==> src/rtl/rb_frame_scheduler.sv <==
// rb_frame_scheduler: frame-level sequencer above the row-buffer controller.
// Runs a job of N frames; each frame waits for the upstream source, releases
// the controller's start hold, supervises completion with a watchdog and then
// hands a result token downstream over a valid/ready handshake.
module rb_frame_scheduler #(
  parameter int FRAME_W = 8,
  parameter int TO_W    = 16,
  parameter int TIMEOUT = 1100
) (
  input  logic               clk,
  input  logic               rst_n,
  input  logic               go,
  input  logic               abort,
  input  logic [FRAME_W-1:0] cfg_num_frames,
  input  logic               frame_req,
  output logic               frame_ack,
  output logic               rb_start,
  input  logic               rb_complete,
  output logic               res_valid,
  input  logic               res_ready,
  output logic [FRAME_W-1:0] res_frame,
  output logic               busy,
  output logic               done,
  output logic               err_timeout
);

  typedef enum logic [2:0] {
    S_IDLE,
    S_ARM,
    S_RUN,
    S_DRAIN,
    S_FINISH,
    S_ERR
  } state_t;

  // Last watchdog value a frame may spend in RUN before it is declared hung.
  localparam logic [TO_W-1:0] WD_LAST = TO_W'(TIMEOUT - 1);

  state_t             r_state;
  state_t             w_state_nxt;
  logic [FRAME_W-1:0] r_num;
  logic [FRAME_W-1:0] r_frame_idx;
  logic [TO_W-1:0]    r_wd_cnt;
  logic               r_frame_ack;
  logic               r_rb_start;
  logic               r_res_valid;
  logic [FRAME_W-1:0] r_res_frame;
  logic               r_busy;
  logic               r_done;
  logic               r_err_timeout;

  logic               w_go_ok;
  logic               w_hs;
  logic               w_last;
  logic               w_wd_exp;

  assign w_go_ok  = go && ((r_state == S_IDLE) || (r_state == S_ERR));
  assign w_hs     = r_res_valid && res_ready;
  assign w_last   = (r_frame_idx == (r_num - 1'b1));
  assign w_wd_exp = (r_wd_cnt == WD_LAST);

  // State register.
  always_ff @(posedge clk or negedge rst_n) begin
    // NOTE: sequential state uses non-blocking assignments so every register
    // samples the pre-edge values, independent of statement order.
    if (!rst_n) r_state <= S_IDLE;
    else        r_state <= w_state_nxt;
  end

  // Next-state logic; abort overrides every transition.
  always_comb begin
    // NOTE: default assigned first so no branch leaves it unassigned, which
    // would otherwise infer a latch.
    w_state_nxt = r_state;
    if (abort) begin
      w_state_nxt = S_IDLE;
    end else begin
      case (r_state)
        S_IDLE:   if (go) w_state_nxt = S_ARM;
        S_ARM:    if (frame_req) w_state_nxt = S_RUN;
        S_RUN: begin
          if (rb_complete)   w_state_nxt = S_DRAIN;
          else if (w_wd_exp) w_state_nxt = S_ERR;
        end
        S_DRAIN:  if (w_hs) w_state_nxt = w_last ? S_FINISH : S_ARM;
        S_FINISH: w_state_nxt = S_IDLE;
        S_ERR:    if (go) w_state_nxt = S_ARM;
        default:  w_state_nxt = S_IDLE;
      endcase
    end
  end

  // Registered Moore outputs decoded from the next state, plus job counters.
  always_ff @(posedge clk or negedge rst_n) begin
    if (!rst_n) begin
      r_frame_ack   <= 1'b0;
      r_rb_start    <= 1'b1;
      r_res_valid   <= 1'b0;
      r_res_frame   <= '0;
      r_busy        <= 1'b0;
      r_done        <= 1'b0;
      r_err_timeout <= 1'b0;
      r_num         <= '0;
      r_frame_idx   <= '0;
      r_wd_cnt      <= '0;
    end else begin
      r_rb_start  <= (w_state_nxt != S_RUN);
      r_busy      <= (w_state_nxt != S_IDLE) && (w_state_nxt != S_ERR);
      r_res_valid <= (w_state_nxt == S_DRAIN);
      r_done      <= (w_state_nxt == S_FINISH);
      r_frame_ack <= (r_state == S_ARM) && (w_state_nxt == S_RUN);
      if (!abort) begin
        // A zero frame count still runs one frame.
        if (w_go_ok) begin
          r_num         <= (cfg_num_frames == '0) ? FRAME_W'(1) : cfg_num_frames;
          r_frame_idx   <= '0;
          r_err_timeout <= 1'b0;
        end
        if ((r_state == S_ARM) && frame_req) r_wd_cnt <= '0;
        if (r_state == S_RUN) begin
          r_wd_cnt <= r_wd_cnt + 1'b1;
          // Completion beats a watchdog expiry on the same cycle.
          if (rb_complete)   r_res_frame   <= r_frame_idx;
          else if (w_wd_exp) r_err_timeout <= 1'b1;
        end
        if ((r_state == S_DRAIN) && w_hs && !w_last) r_frame_idx <= r_frame_idx + 1'b1;
      end
    end
  end

  assign frame_ack   = r_frame_ack;
  assign rb_start    = r_rb_start;
  assign res_valid   = r_res_valid;
  assign res_frame   = r_res_frame;
  assign busy        = r_busy;
  assign done        = r_done;
  assign err_timeout = r_err_timeout;

endmodule

==> config.mk <==
export PLATFORM = sky130hd
export DESIGN_NAME = rb_frame_scheduler
export DESIGN_NICKNAME = d
export VERILOG_FILES = /design/src/rtl/rb_frame_scheduler.sv
export SDC_FILE = /design/constraint.sdc
export NUM_CORES = 1
export LEC_CHECK = 0
export ABC_AREA = 1
export CAP_MARGIN = 40
export CORE_ASPECT_RATIO = 1.5
export CORE_UTILIZATION = 60
export DETAILED_ROUTE_END_ITERATION = 10
export HOLD_SLACK_MARGIN = 0.02
export PLACE_DENSITY = 0.84
export SYNTH_ARGS = -nofsm -noshare
export SYNTH_HDL_FRONTEND = slang
export SYNTH_SLANG_ARGS = --single-unit
==> constraint.sdc <==
create_clock -name clk -period 2.7 [get_ports clk]
set_input_delay 0.405 -clock clk [delete_from_list [all_inputs] [get_ports clk]]
set_output_delay 0.405 -clock clk [all_outputs]
set_load 0.01 [all_outputs]
==> run_results.csv, run 1 <==
group,metric,value,unit
route,drc_errors,2,
logic_synthesis,synth_fa_ha_area_share,1.35,%
clock_tree,clock_path_buffers,2,
clock_tree,insertion_delay,0.31,ns
min_path,hp-class,"input pin to async pin",
final_layout,layout-drive-gt1-share,10.3,%
status,violations,"design-rule violations",
logic_synthesis,synth_top_family_by_area,"simple AND/OR/NAND/NOR gates",
die,initial_core_util,61.9,%
logic_synthesis,synth_seq_area_share,44.1,%
final_layout,syn2layout_area_growth,16.4,%
timing,period_needed,2.05,ns
timing,final.period_utilization,75.8,%
timing,tightestPinTransition,0.770,ns
clock_tree,clk_pin_slew,0.09,ns
die,fp-row-count,30,
logic_synthesis,yosys_warnings,0,
status,status,"finished, violations left",
timing,clock_skew,0.0127,ns
clock_tree,cts_made_buffers,5,
placed_design,place.gp.congestion,0.923,
logic_synthesis,synth_cells,365,
clock_tree,htree_levels,2,
critical_path,crit_arrival,2.25,ns
global_route,grt_max_degree,36,
global_route,grt.overflow.total,0,
power_and_ir_drop,peakVddDrop,0.000419,V
critical_path,startpoint_type,"flop",
route,finalWirelength,6.00,mm
clock_tree,cts_sinks,49,
critical_path,cp.required,2.90,ns
final_layout,final_cell_count_no_fill,447,
logic_synthesis,synth_xor_area_share,4.71,%
route,antenna_left,0,
logic_synthesis,avgSynthCellArea,7.63,um^2
timing,drv_slew,0,
global_route,grt_pass1_vias,2457,
timing,slew_headroom,48.6,%
placed_design,dp_worst_setup_slack,0.610,ns
job,max_cap_violations,0,
clock_tree,ctsResizeCount,0,
timing,timing.fmax,489,MHz
die,die_height,85.5,um
route,first_iter_violations,144,
clock_tree,postCtsSetupBuffers,0,
global_route,antenna_found_initial,0,
timing,finalHoldViolCount,0,
timing,fin_ws,0.654,ns
final_layout,nets,416,
final_layout,diodes,0,
logic_synthesis,muxShareOfSynthArea,1.62,%
placed_design,dp.cells,439,
power_and_ir_drop,powerDensity,643,mW/mm^2
logic_synthesis,yosys.area_share.simple,32.1,%
critical_path,reg2regPathDepth,13,
timing,setup_viol,0,
logic_synthesis,syn_nets,383,
logic_synthesis,synth.distinct_cells,29,
die,core-area,0.00450,mm^2
clock_tree,hold_buffers,0,
power_and_ir_drop,p_leak,0.00162,uW
critical_path,worstPathMaxFanout,7,
final_layout,fillers,370,
die,die_area,0.00493,mm^2
route,vias,2420,
logic_synthesis,synthesis.area,0.00279,mm^2
placed_design,io_buffers,28,
logic_synthesis,synth_seq_cells,49,
critical_path,end_kind,"flop",
logic_synthesis,synth-compound-area-share,8.04,%
route,routedWlPerCell,13.4,um
global_route,grt_first_pass_wirelength,10.5,mm
clock_tree,cts_tree,"yes",
power_and_ir_drop,power.total,2090,uW
clock_tree,root_buffer,"clkbuf_8",
die,die_x,57.6,um
placed_design,post-dp-hpwl,4.47,mm
die,io_pins,29,
route,firstDrtPassIters,7,
timing,rsz0062_at_grt,"no",
timing,tns,0,ns
route,via_per_inst,5.41,
critical_path,critPathKind,"flop to flop",
global_route,grt.total_usage,27.8,%
-- worst paths after layout --
kind | from | endpoint | slack, ns
min reg2reg | r_num[1] | r_num[1] | 0.49
max | r_num[0] | r_frame_idx[7] | 0.65
max reg2reg | r_num[0] | r_frame_idx[7] | 0.65
min in group clk | r_num[1] | r_num[1] | 0.49
max in group asynchronous | rst_n | r_wd_cnt[3] | 1.92
min | rst_n | r_frame_idx[2] | 0.16
-- worst max-delay path: stages (launching register included) --
cell	delay, ns
dfrtp_1	0.40
inv_1	0.15
ha_1	0.23
nand3_1	0.16
nor2_1	0.14
nand2_1	0.06
nand2_1	0.06
inv_1	0.03
nor2_1	0.16
nand2_2	0.10
nand2_4	0.12
nor2_4	0.08
o21ai_0	0.17
nand2_1	0.07
-- registers in the layout, summed over array words and instances, names as in the netlist --
signal,flops
busy,1
done,1
err_timeout,1
frame_ack,1
r_frame_idx,8
r_num,8
r_state,3
r_wd_cnt,16
rb_start,1
res_frame,8
res_valid,1
-- cells in the final DEF (no fill, tap or decap), drive strengths merged --
cell type      instances
nand2                105
nand4                 11
o211ai                 2
xnor2                  3
o31ai                  4
xor2                  12
nor3                  14
a21oi                 14
inv                   55
nor4                   3
clkbuf                 6
nor2                  42
mux2                   4
clkdlybuf4s50         27
buf                    4
bufinv                 1
clkinvlp               1
nand3                 18
o21ai                 20
ha                     3
dfstp                  1
dfrtp                 48
a22o                   1
-- per-layer routing --
metal  global-route usage, %  share of wire, %  vias to the layer above  wire length, um
li1                        -                 -                     1229                -
met1                    31.5                39                     1125             2350
met2                    50.3                55                       52             3300
met3                    4.42               3.4                       14              201
met4                    11.8               2.4                        0              142
met5                       0                 0                        -                0
-- cell families (layout without fill, tap and decap cells) --
logic type / after synthesis / after routing
compound gates: 41 / 41
xor+xnor: 15 / 15
fa+ha+maj: 3 / 3
buf+inv: 60 / 94
flops: 49 / 49
mux: 4 / 4
simple gates: 193 / 193
-- Yosys cell counts, drive strengths merged --
master | n | area [um^2]
a21oi | 14 | 70.1
a22o | 1 | 8.76
buf | 2 | 10.0
clkbuf | 3 | 11.3
dfrtp | 48 | 1200
dfstp | 1 | 26.3
ha | 3 | 37.5
inv | 55 | 206
mux2 | 4 | 45.0
nand2 | 105 | 424
nand3 | 18 | 95.1
nand4 | 11 | 68.8
nor2 | 42 | 206
nor3 | 14 | 80.1
nor4 | 3 | 18.8
o211ai | 2 | 15.0
o21ai | 20 | 100
o31ai | 4 | 30.0
xnor2 | 3 | 26.3
xor2 | 12 | 105
-- report_power, final --
part	switching (uW)	total (uW)	leakage, uW	internal, uW
Sequential	94.3	942	0.000654	847
Clock	249	550	0.0000574	301
Combinational	352	594	0.000906	242
Total	695	2090	0.00162	1390
-- metrics by stage --
stage / cell area (um^2) / utilization [%] / hold slack (ns)
2_1_floorplan: 2790 / - / 0.109
3_3_place_gp: 3120 / 69.3 / 0.481
3_5_place_dp: 3120 / 69.3 / 0.474
4_1_cts: 3240 / 72.0 / 0.185
5_1_grt: 3240 / 72.0 / 0.232
6_report: 3240 / 72.0 / 0.162
-- area by class of cell --
cell class / count / area, um^2 / area share (%)
Clock buffer: 6 / 82.6 / 2.55
Clock inverter: 2 / 37.5 / 1.16
Inverter: 55 / 206 / 6.37
Multi-Input combinational cell: 256 / 1330 / 41.0
Sequential cell: 49 / 1230 / 37.8
Tap cell: 48 / 60.1 / 1.85
Timing Repair Buffer: 31 / 298 / 9.18
(Power assumes the default switching activity.)
==> inputs of run 2 (changes only) <==
CORE_UTILIZATION = 51   (was 60)
PLACE_DENSITY = 0.76   (was 0.84)
clock period = 1.8 ns   (was 2.7 ns; I/O delays follow)
==> run 2 against run 1 <==
The run ends with negative setup slack left. Cell count increased by 9.8%. First-iteration DRC count decreased by 36%. Register-to-register slack got worse by 0.67 ns. Clock skew decreased by 0.0015 ns. Sequential power increased by 49%. Critical path depth increased by 2. Die area increased by 17%. Worst setup slack got worse by 0.67 ns. Critical path type unchanged. Largest power group unchanged.
==> run_results.csv, run 2 (same netlist as run 1, synthesis figures left out) <==
group,metric,value,unit
clock_tree,htree_levels,2,
power_and_ir_drop,pwr-share-clk,20.7,%
power_and_ir_drop,power_switching_share,35.5,%
global_route,grt_pass1_vias,2456,
timing,final.period_utilization,101,%
route,first_iter_violations,92,
status,violations,"negative setup slack",
die,io_pins,29,
timing,tightestPinTransition,0.526,ns
final_layout,layout-drive-gt1-share,18.9,%
clock_tree,root_buffer,"clkbuf_8",
die,die_x,62.4,um
global_route,grt_first_pass_wirelength,10.8,mm
power_and_ir_drop,intPower,2020,uW
placed_design,dp_worst_setup_slack,-0.190,ns
clock_tree,clock_path_buffers,2,
timing,finalHoldViolCount,0,
clock_tree,insertion_delay,0.31,ns
final_layout,fillers,471,
critical_path,worstPathMaxFanout,4,
placed_design,post-dp-hpwl,4.76,mm
final_layout,syn2layout_area_growth,25.6,%
timing,clock_skew,0.0113,ns
global_route,grt_max_degree,29,
timing,rsz0062_at_grt,"yes",
timing,slew_headroom,64.9,%
critical_path,crit_arrival,2.02,ns
final_layout,final_common_cell,"nand2_1",
die,die_area,0.00577,mm^2
die,die_height,92.5,um
clock_tree,cts_sinks,49,
die,core-area,0.00520,mm^2
timing,timing.fmax,549,MHz
final_layout,regMostFlops,"r_wd_cnt",
power_and_ir_drop,p_leak,0.00175,uW
timing,period_needed,1.82,ns
route,vias,2469,
route,drc_errors,0,
timing,drv_slew,0,
global_route,antenna_found_initial,0,
final_layout,final_cell_mix,"89 x nand2_1, 47 x inv_1, 47 x dfrtp_1, 34 x nor2_1, 27 x clkdlybuf4s50_1",
clock_tree,clk_pin_slew,0.09,ns
critical_path,critPathKind,"flop to flop",
route,antenna_left,0,
die,fp-row-count,32,
die,initial_core_util,53.5,%
placed_design,place.gp.congestion,0.915,
critical_path,worstReg2RegStart,"r_num[1]",
min_path,hp-class,"input pin to async pin",
timing,setup_viol,8,
power_and_ir_drop,peakVddDrop,0.000559,V
clock_tree,cts_tree,"yes",
route,finalWirelength,6.07,mm
route,routedWlPerCell,12.4,um
route,firstDrtPassIters,4,
critical_path,cp.required,2.00,ns
job,max_cap_violations,0,
final_layout,largest_reg_flops,16,
critical_path,rrSetupSlack,-0.02,ns
critical_path,cp-startpoint,"r_num[1]",
power_and_ir_drop,power.total,3120,uW
timing,fin_ws,-0.0202,ns
route,via_per_inst,5.03,
global_route,grt.overflow.total,0,
status,status,"finished, violations left",
final_layout,diodes,0,
global_route,grt.total_usage,23.7,%
placed_design,io_buffers,28,
clock_tree,cts_made_buffers,5,
final_layout,nets,440,
power_and_ir_drop,seqPwrFrac,44.8,%
power_and_ir_drop,p_switching,1110,uW
critical_path,startpoint_type,"flop",
power_and_ir_drop,power_frac_comb,34.5,%
critical_path,end_kind,"flop",
power_and_ir_drop,powerDensity,893,mW/mm^2
[run 2: metrics by stage]
| stage | TNS (ns) | hold WS [ns] | instance area (um^2) | instances | util, % |
|---|---|---|---|---|---|
| finish | -0.0861 | 0.464 | 3500 | 491 | 67.2 |
| global route | -1.90 | 0.519 | 3500 | 491 | 67.2 |
| CTS | -0.162 | 0.469 | 3450 | 489 | 66.2 |
| detailed placement | -1.53 | 0.274 | 3290 | 476 | 63.2 |
| global placement | 0 | 0.264 | 3290 | 476 | 63.2 |
| floorplan | 0 | -0.0256 | 2790 | 365 | - |
[run 2: worst paths after layout]
path | endpoint | cells past startpoint
min in group clk | res_frame[1] | 1
max in group asynchronous | r_wd_cnt[15] | 3
worst min-delay path | r_num[3] | 2
worst min register to register | res_frame[1] | 1
worst max register to register | r_frame_idx[3] | 15
worst max-delay path | r_frame_idx[3] | 15
[run 2: per-layer routing]
metal	GRT usage, %	routed length [um]	vias up
met5	0	0	-
met4	12.0	225	0
met3	2.59	108	16
met2	44.0	3240	34
met1	26.5	2500	1146
li1	-	-	1273
[run 2: cell type report]
| type | instances | area (um^2) | share of cell area, % |
|---|---|---|---|
| clock inverter | 3 | 17.5 | 0.501 |
| clock buffer | 5 | 68.8 | 1.97 |
| timing repair buffer | 55 | 497 | 14.2 |
| tap | 68 | 85.1 | 2.43 |
| sequential | 49 | 1230 | 35.1 |
| inverter | 55 | 206 | 5.90 |
| multi-input combinational | 256 | 1400 | 39.9 |
[run 2: power by group through the flow]
stage	sequential, uW	clock (uW)	combinational (uW)
detailed placement	1420	0	990
global placement	1410	0	953
global route	1420	710	1200
floorplan	1430	0	570
finish	1400	646	1080
CTS	1400	660	1060
[run 2: what timing repair did]
item / in CTS / in global routing
setup endpoints to repair: 13 / 17
hold endpoints to repair: 20 / 0
resized for setup: 11 / 13
cloned: 0 / 0
hold buffers: 1 / 0
setup buffers: 4 / 2
pin swaps: 10 / 9
[run 2: worst max-delay path: stages, from the launching register on]
cell	delay (ns)
dfrtp_1	0.40
inv_2	0.09
ha_4	0.21
nand2_1	0.05
inv_1	0.03
nor2_1	0.07
nand2_1	0.05
nor2_1	0.08
nand3_1	0.09
nor2_2	0.16
nand2_2	0.08
nand2_4	0.10
buf_6	0.11
nor2_1	0.03
o21ai_1	0.09
nand2_2	0.06
==> RTL edit 1 (settings of run 2) <==
`FRAME_W`: 8 -> 6.
--- a/src/rtl/rb_frame_scheduler.sv
+++ b/src/rtl/rb_frame_scheduler.sv
@@ -5,3 +5,3 @@
 module rb_frame_scheduler #(
-  parameter int FRAME_W = 8,
+  parameter int FRAME_W = 6,
   parameter int TO_W    = 16,
Ports: changed (resized cfg_num_frames and res_frame); port bits go from 29 to 25. No check against the original RTL was run, so the function may have changed too.
==> RTL edit 1 against run 2 <==
Sequential share of layout area is 0.86 points lower; design area fell by 9.9%; sequential cell count fell by 6; die area decreased by 9.8%; routed wire length fell by 0.76%; via count fell by 3.0%; count of clock-buffer cells in the layout up 1; setup slack improved by 0.023 ns; power rose by 3.2%; area after synthesis shrank 10%; critical path type unchanged.
==> RTL edit 1: results (changes against run 2) <==
Routing
  – Drt first pass iters: 4 (unchanged)
  – Antenna-violating nets left: 0 (unchanged)
  – WL met2: 3280 um (was 3240 um)
  – Vias: 2,394 (was 2,469)
  – Detail Route met3 WL: 188 um (was 108 um)
  – Total Wirelength: 6030 um (was 6070 um)
  – Iteration-0 DRC Markers: 122 (was 92)
  – Top Layer Used: met4 (unchanged)
  – Met1 WL: 2270 um (was 2500 um)

Yosys
  – Synth top cells by count: nand2_1, dfrtp_1, inv_1 (was nand2_1, inv_1, dfrtp_1)
  – Ys flop type: dfrtp_1 (unchanged)
  – Seq/Total Area, Yosys: 0.430 (was 0.441)
  – Async set-or-reset flop fraction in the synthesized netlist: 1.00 (unchanged)
  – Syn Nets: 350 (was 383)
  – Distinct cells, synth: 31 (was 29)
  – Synth warnings: 0 (unchanged)
  – Gate Count Post-Synth: 334 (was 365)
  – Synth area leaders: dfrtp_1, nand2_1, inv_1, nand3_1, nor2_1 (was dfrtp_1, nand2_1, inv_1, nor2_1, xor2_1)

Final layout
  – Layout fillers: 392 (was 471)
  – ANT cells: 0 (unchanged)
  – Reg with most FFs: r_wd_cnt (unchanged)
  – Largest register FFs: 16 (unchanged)
  – Post-Layout Cell Count: 446 (was 491)
  – Final nets: 397 (was 440)
  – Fraction of layout cells with a size suffix above 1: 0.196 (was 0.189)

Clock network
  – Worst-path clk slew: 0.09 ns (about the same)
  – Bufs on Longest Clock Path: 2 (unchanged)
  – Num CTS Buffers: 5 (unchanged)
  – Root buffer selected by CTS: clkbuf_8 (unchanged)
  – H-tree depth: 2 (unchanged)
  – Clock Latency Late Sink: 0.30 ns

STA
  – Slew headroom: 0.631 (was 0.649)
  – Setup Skew: 0.0125 ns (was 0.0113 ns)
  – Setup violations, final: 0 (was 8)

Worst setup path
  – Slowest CP cell: dfrtp_1 (unchanged)
  – CP arrival: 2.04 ns (was 2.02 ns)
  – Critical Path Fanout Max: 6 (was 4)
  – Critical Path Max Stage Delay: 0.36 ns (was 0.40 ns)

Global routing
  – Vias in the first global route: 2,226 (was 2,456)
  – First-pass GRT wire length: 9800 um (was 10,800 um)
  – Gr usage total: 0.252 (was 0.237)
  – Largest net degree at the start of global routing: 26 (was 29)
  – Initial antenna violation count: 0 (unchanged)

Power and ir drop
  – Int Pwr: 2160 uW (was 2020 uW)
  – Max VDD drop: 0.000662 V (was 0.000559 V)
  – Leak: 0.00152 uW (was 0.00175 uW)

Placement
  – PortBufs: 24 (was 28)
  – Final HPWL DP: 4470 um (was 4760 um)
  – Dpl cell area: 0.00291 mm2 (was 0.00329 mm2)
  – Dpl cells: 431 (was 476)
  – Gpl congestion: 0.956 (was 0.915)

Min path
  – Hold/Removal Path Class: in2async (unchanged)

Status
  – Outcome: finished clean (was complete, but fails checks)
[RTL edit 1: final timing paths]
check / end / depth (start not counted) / from / slack, ns
max: r_frame_idx[3] / 14 / r_num[0] / 0.003
min: r_wd_cnt[9] / 2 / rst_n / 0.45
max reg2reg: r_frame_idx[3] / 14 / r_num[0] / 0.003
min reg2reg: r_wd_cnt[5] / 1 / r_wd_cnt[5] / 0.51
max in group asynchronous: rb_start / 3 / rst_n / 0.78
min in group clk: r_wd_cnt[5] / 1 / r_wd_cnt[5] / 0.51
[RTL edit 1: stage by stage]
stage | setup slack [ns] | power [uW]
floorplan | 0.164 | 1850
global placement | 0.0528 | 2190
detailed placement | 0.00134 | 2220
CTS | 0.0296 | 3110
global route | -0.121 | 3430
finish | 0.00276 | 3220
[RTL edit 1: repair_timing]
action | in CTS | in global routing
buffers inserted | 1 | 5
gates resized for setup | 0 | 22
endpoints found under the hold margin | 18 | 0
pin swaps | 0 | 8
setup endpoints to repair | 1 | 11
hold buffers | 1 | 0
[RTL edit 1: routing by layer]
layer	GRT usage	up-vias
li1	-	1185
met1	0.273	1123
met2	0.449	63
met3	0.0369	23
met4	0.154	0
met5	0	-
[RTL edit 1: cells by family (layout without fill, tap and decap cells)]
| kind of cell | count (synthesis) | in the layout | share of synthesized area |
|---|---|---|---|
| XOR/XNOR | 7 | 7 | 0.0245 |
| multiplexers | 1 | 1 | 0.00449 |
| AND/OR/NAND/NOR | 188 | 188 | 0.359 |
| AO/OA/AOI/OAI | 40 | 40 | 0.0854 |
| flip-flops | 43 | 43 | 0.430 |
| adder cells (fa/ha/maj) | 3 | 3 | 0.0150 |
| buffers and inverters | 52 | 100 | 0.0819 |
[RTL edit 1: final cells by class]
type / count / area, um2 / share of cell area
clock buffer: 6 / 72.6 / 0.0230
clock inverter: 2 / 60.1 / 0.0191
inverter: 47 / 176 / 0.0560
multi-input combinational: 239 / 1270 / 0.403
sequential: 43 / 1080 / 0.343
tap: 64 / 80.1 / 0.0254
timing repair buffer: 45 / 412 / 0.131
[RTL edit 1: power groups by stage]
| stage | Combinational (uW) | Clock (uW) | Sequential [uW] |
|---|---|---|---|
| finish | 1070 | 890 | 1270 |
| global route | 1210 | 939 | 1290 |
| CTS | 957 | 893 | 1260 |
| detailed placement | 936 | 0 | 1290 |
| global placement | 914 | 0 | 1280 |
| floorplan | 553 | 0 | 1290 |
[RTL edit 1: critical path: cells and delay by family (launching register included)]
kind          cells  cell delay [ns]
fa+ha+maj         1             0.27
simple gates     11             1.02
flops             1             0.36
buf+inv           2             0.10
==> RTL edit 2 (config.mk and constraints of run 2) <==
Made on the original files. Put one more register stage on the output `err_timeout`, with the module's reset. The value now appears one clock later. The other outputs are not delayed to match.
--- a/src/rtl/rb_frame_scheduler.sv
+++ b/src/rtl/rb_frame_scheduler.sv
@@ -136,3 +136,9 @@
   assign done        = r_done;
-  assign err_timeout = r_err_timeout;
+  always_ff @(posedge clk or negedge rst_n) begin
+    if (!rst_n) begin
+      err_timeout <= '0;
+    end else begin
+      err_timeout <= r_err_timeout;
+    end
+  end
 
Formal check against the unedited RTL: same outputs for any inputs over 10 cycles, from zero or initial values and one cycle with rst_n low; that may be too few to reach the edited logic, so the function may still have changed.
==> RTL edit 2 against run 2 <==
The run still ends with negative setup slack left; non-clock buffer count is 5 higher; power is 3.1% higher; setup slack worse by 0.0015 ns; sequential cell count is 1 higher; routed wire length is 5.5% higher; design area is 1.9% higher; area after synthesis is 0.90% higher; sequential share of layout area hardly changed; critical path type unchanged; largest power group unchanged.
==> RTL edit 2: results (changes against run 2) <==
STA
  – Min Hold Slack: 0.387 ns (was 0.464 ns)
  – Setup tns final: -0.0820 ns (was -0.0861 ns)
  – Post-route setup slack: -0.0217 ns (was -0.0202 ns)
  – Setup violations, final: 8 (unchanged)
  – Setup Skew: 0.0145 ns (was 0.0113 ns)
  – Slew headroom: 0.735 (was 0.649)

Status
  – Outcome: complete, but fails checks (unchanged)
  – Failing checks: negative setup slack (unchanged)

Routing
  – Wire per inst: 12.9 um (was 12.4 um)
  – WL met2: 3680 um (was 3240 um)
  – Iteration-0 DRC Markers: 109 (was 92)
  – Vias: 2,569 (was 2,469)
  – Met1 WL: 2480 um (was 2500 um)

Final layout
  – Final instance area: 0.00356 mm2 (was 0.00350 mm2)
  – Post-Layout Cell Count: 497 (was 491)
  – Layout fillers: 416 (was 471)
  – Fraction of layout cells with a size suffix above 1: 0.191 (was 0.189)
  – Final nets: 446 (was 440)

Placement
  – Dpl cells: 481 (was 476)
  – Gpl congestion: 0.878 (was 0.915)
  – Dpl cell area: 0.00334 mm2 (was 0.00329 mm2)
  – Final HPWL DP: 4970 um (was 4760 um)

Clock network
  – Post-CTS Resized: 7 (was 11)

Global routing
  – Gr usage total: 0.239 (was 0.237)
  – Met1 GRT Util: 0.241 (was 0.265)
  – Largest net degree at the start of global routing: 21 (was 29)
  – Met3 GRT Util: 0.0308 (was 0.0259)
  – Met2 Track Usage GR: 0.486 (was 0.440)
  – First-pass GRT wire length: 11,000 um (was 10,800 um)

Yosys
  – Seq/Total Area, Yosys: 0.445 (was 0.441)
  – Syn Nets: 384 (was 383)
  – Synth area leaders: dfrtp_1, nand2_1, inv_1, nor2_1, xor2_1 (unchanged)
  – Synth top cells by count: nand2_1, inv_1, dfrtp_1 (unchanged)

Power and ir drop
  – Sw Ratio: 0.351 (was 0.355)
  – Max VDD drop: 0.000679 V (was 0.000559 V)

Min path
  – Hold/Removal Path Class: reg2reg (was in2async)

Worst setup path
  – FF-to-FF End: r_frame_idx[2] (was r_frame_idx[3])
  – FF-to-FF Start: r_num[0] (was r_num[1])
  – CP arrival: 2.06 ns (was 2.02 ns)
## RTL edit 2: cell type report
cell class / instances / area share
clock inverters: 2 / 0.00386
multi-input cells: 256 / 0.392
inverters: 55 / 0.0579
flip-flops and latches: 50 / 0.352
well taps: 68 / 0.0239
clock buffers: 6 / 0.0204
repair buffers: 60 / 0.150
## RTL edit 2: logic make-up (layout without fill, tap and decap cells)
kind of cell,after synthesis,in the layout,share of synthesized area
AND/OR/NAND/NOR,193,193,0.318
XOR/XNOR,15,15,0.0467
buffers and inverters,60,123,0.0810
adder cells (fa/ha/maj),3,3,0.0134
AO/OA/AOI/OAI,41,41,0.0797
multiplexers,4,4,0.0160
flip-flops,50,50,0.445
## RTL edit 2: worst max-delay path by stage
stage | startpoint | end | slack (ns) | cells after the start
floorplan | r_num[0] | busy | 0.06 | 16
global placement | r_num[0] | busy | 0.02 | 16
detailed placement | r_num[0] | r_frame_idx[2] | -0.07 | 13
CTS | r_num[1] | r_frame_idx[2] | -0.04 | 15
global route | r_num[0] | r_frame_idx[2] | -0.14 | 14
finish | r_num[0] | r_frame_idx[2] | -0.02 | 14
## RTL edit 2: critical path, stage by stage (launching register included)
cell	delay (ns)
dfrtp_1	0.40
inv_2	0.07
ha_4	0.27
nor2_1	0.04
nor2_1	0.09
nand2_1	0.05
nor2_1	0.08
nand3_1	0.08
nor2_2	0.15
nand2_2	0.08
nand2_4	0.10
nor2_4	0.07
nor2_8	0.13
nand2_1	0.07
nand2_1	0.07
## RTL edit 2: power by group through the flow
stage,logic (uW),registers [uW],clock network [uW]
floorplan,570,1460,0
global route,1270,1460,704
finish,1150,1430,648
global placement,967,1440,0
detailed placement,1000,1440,0
CTS,1070,1420,667
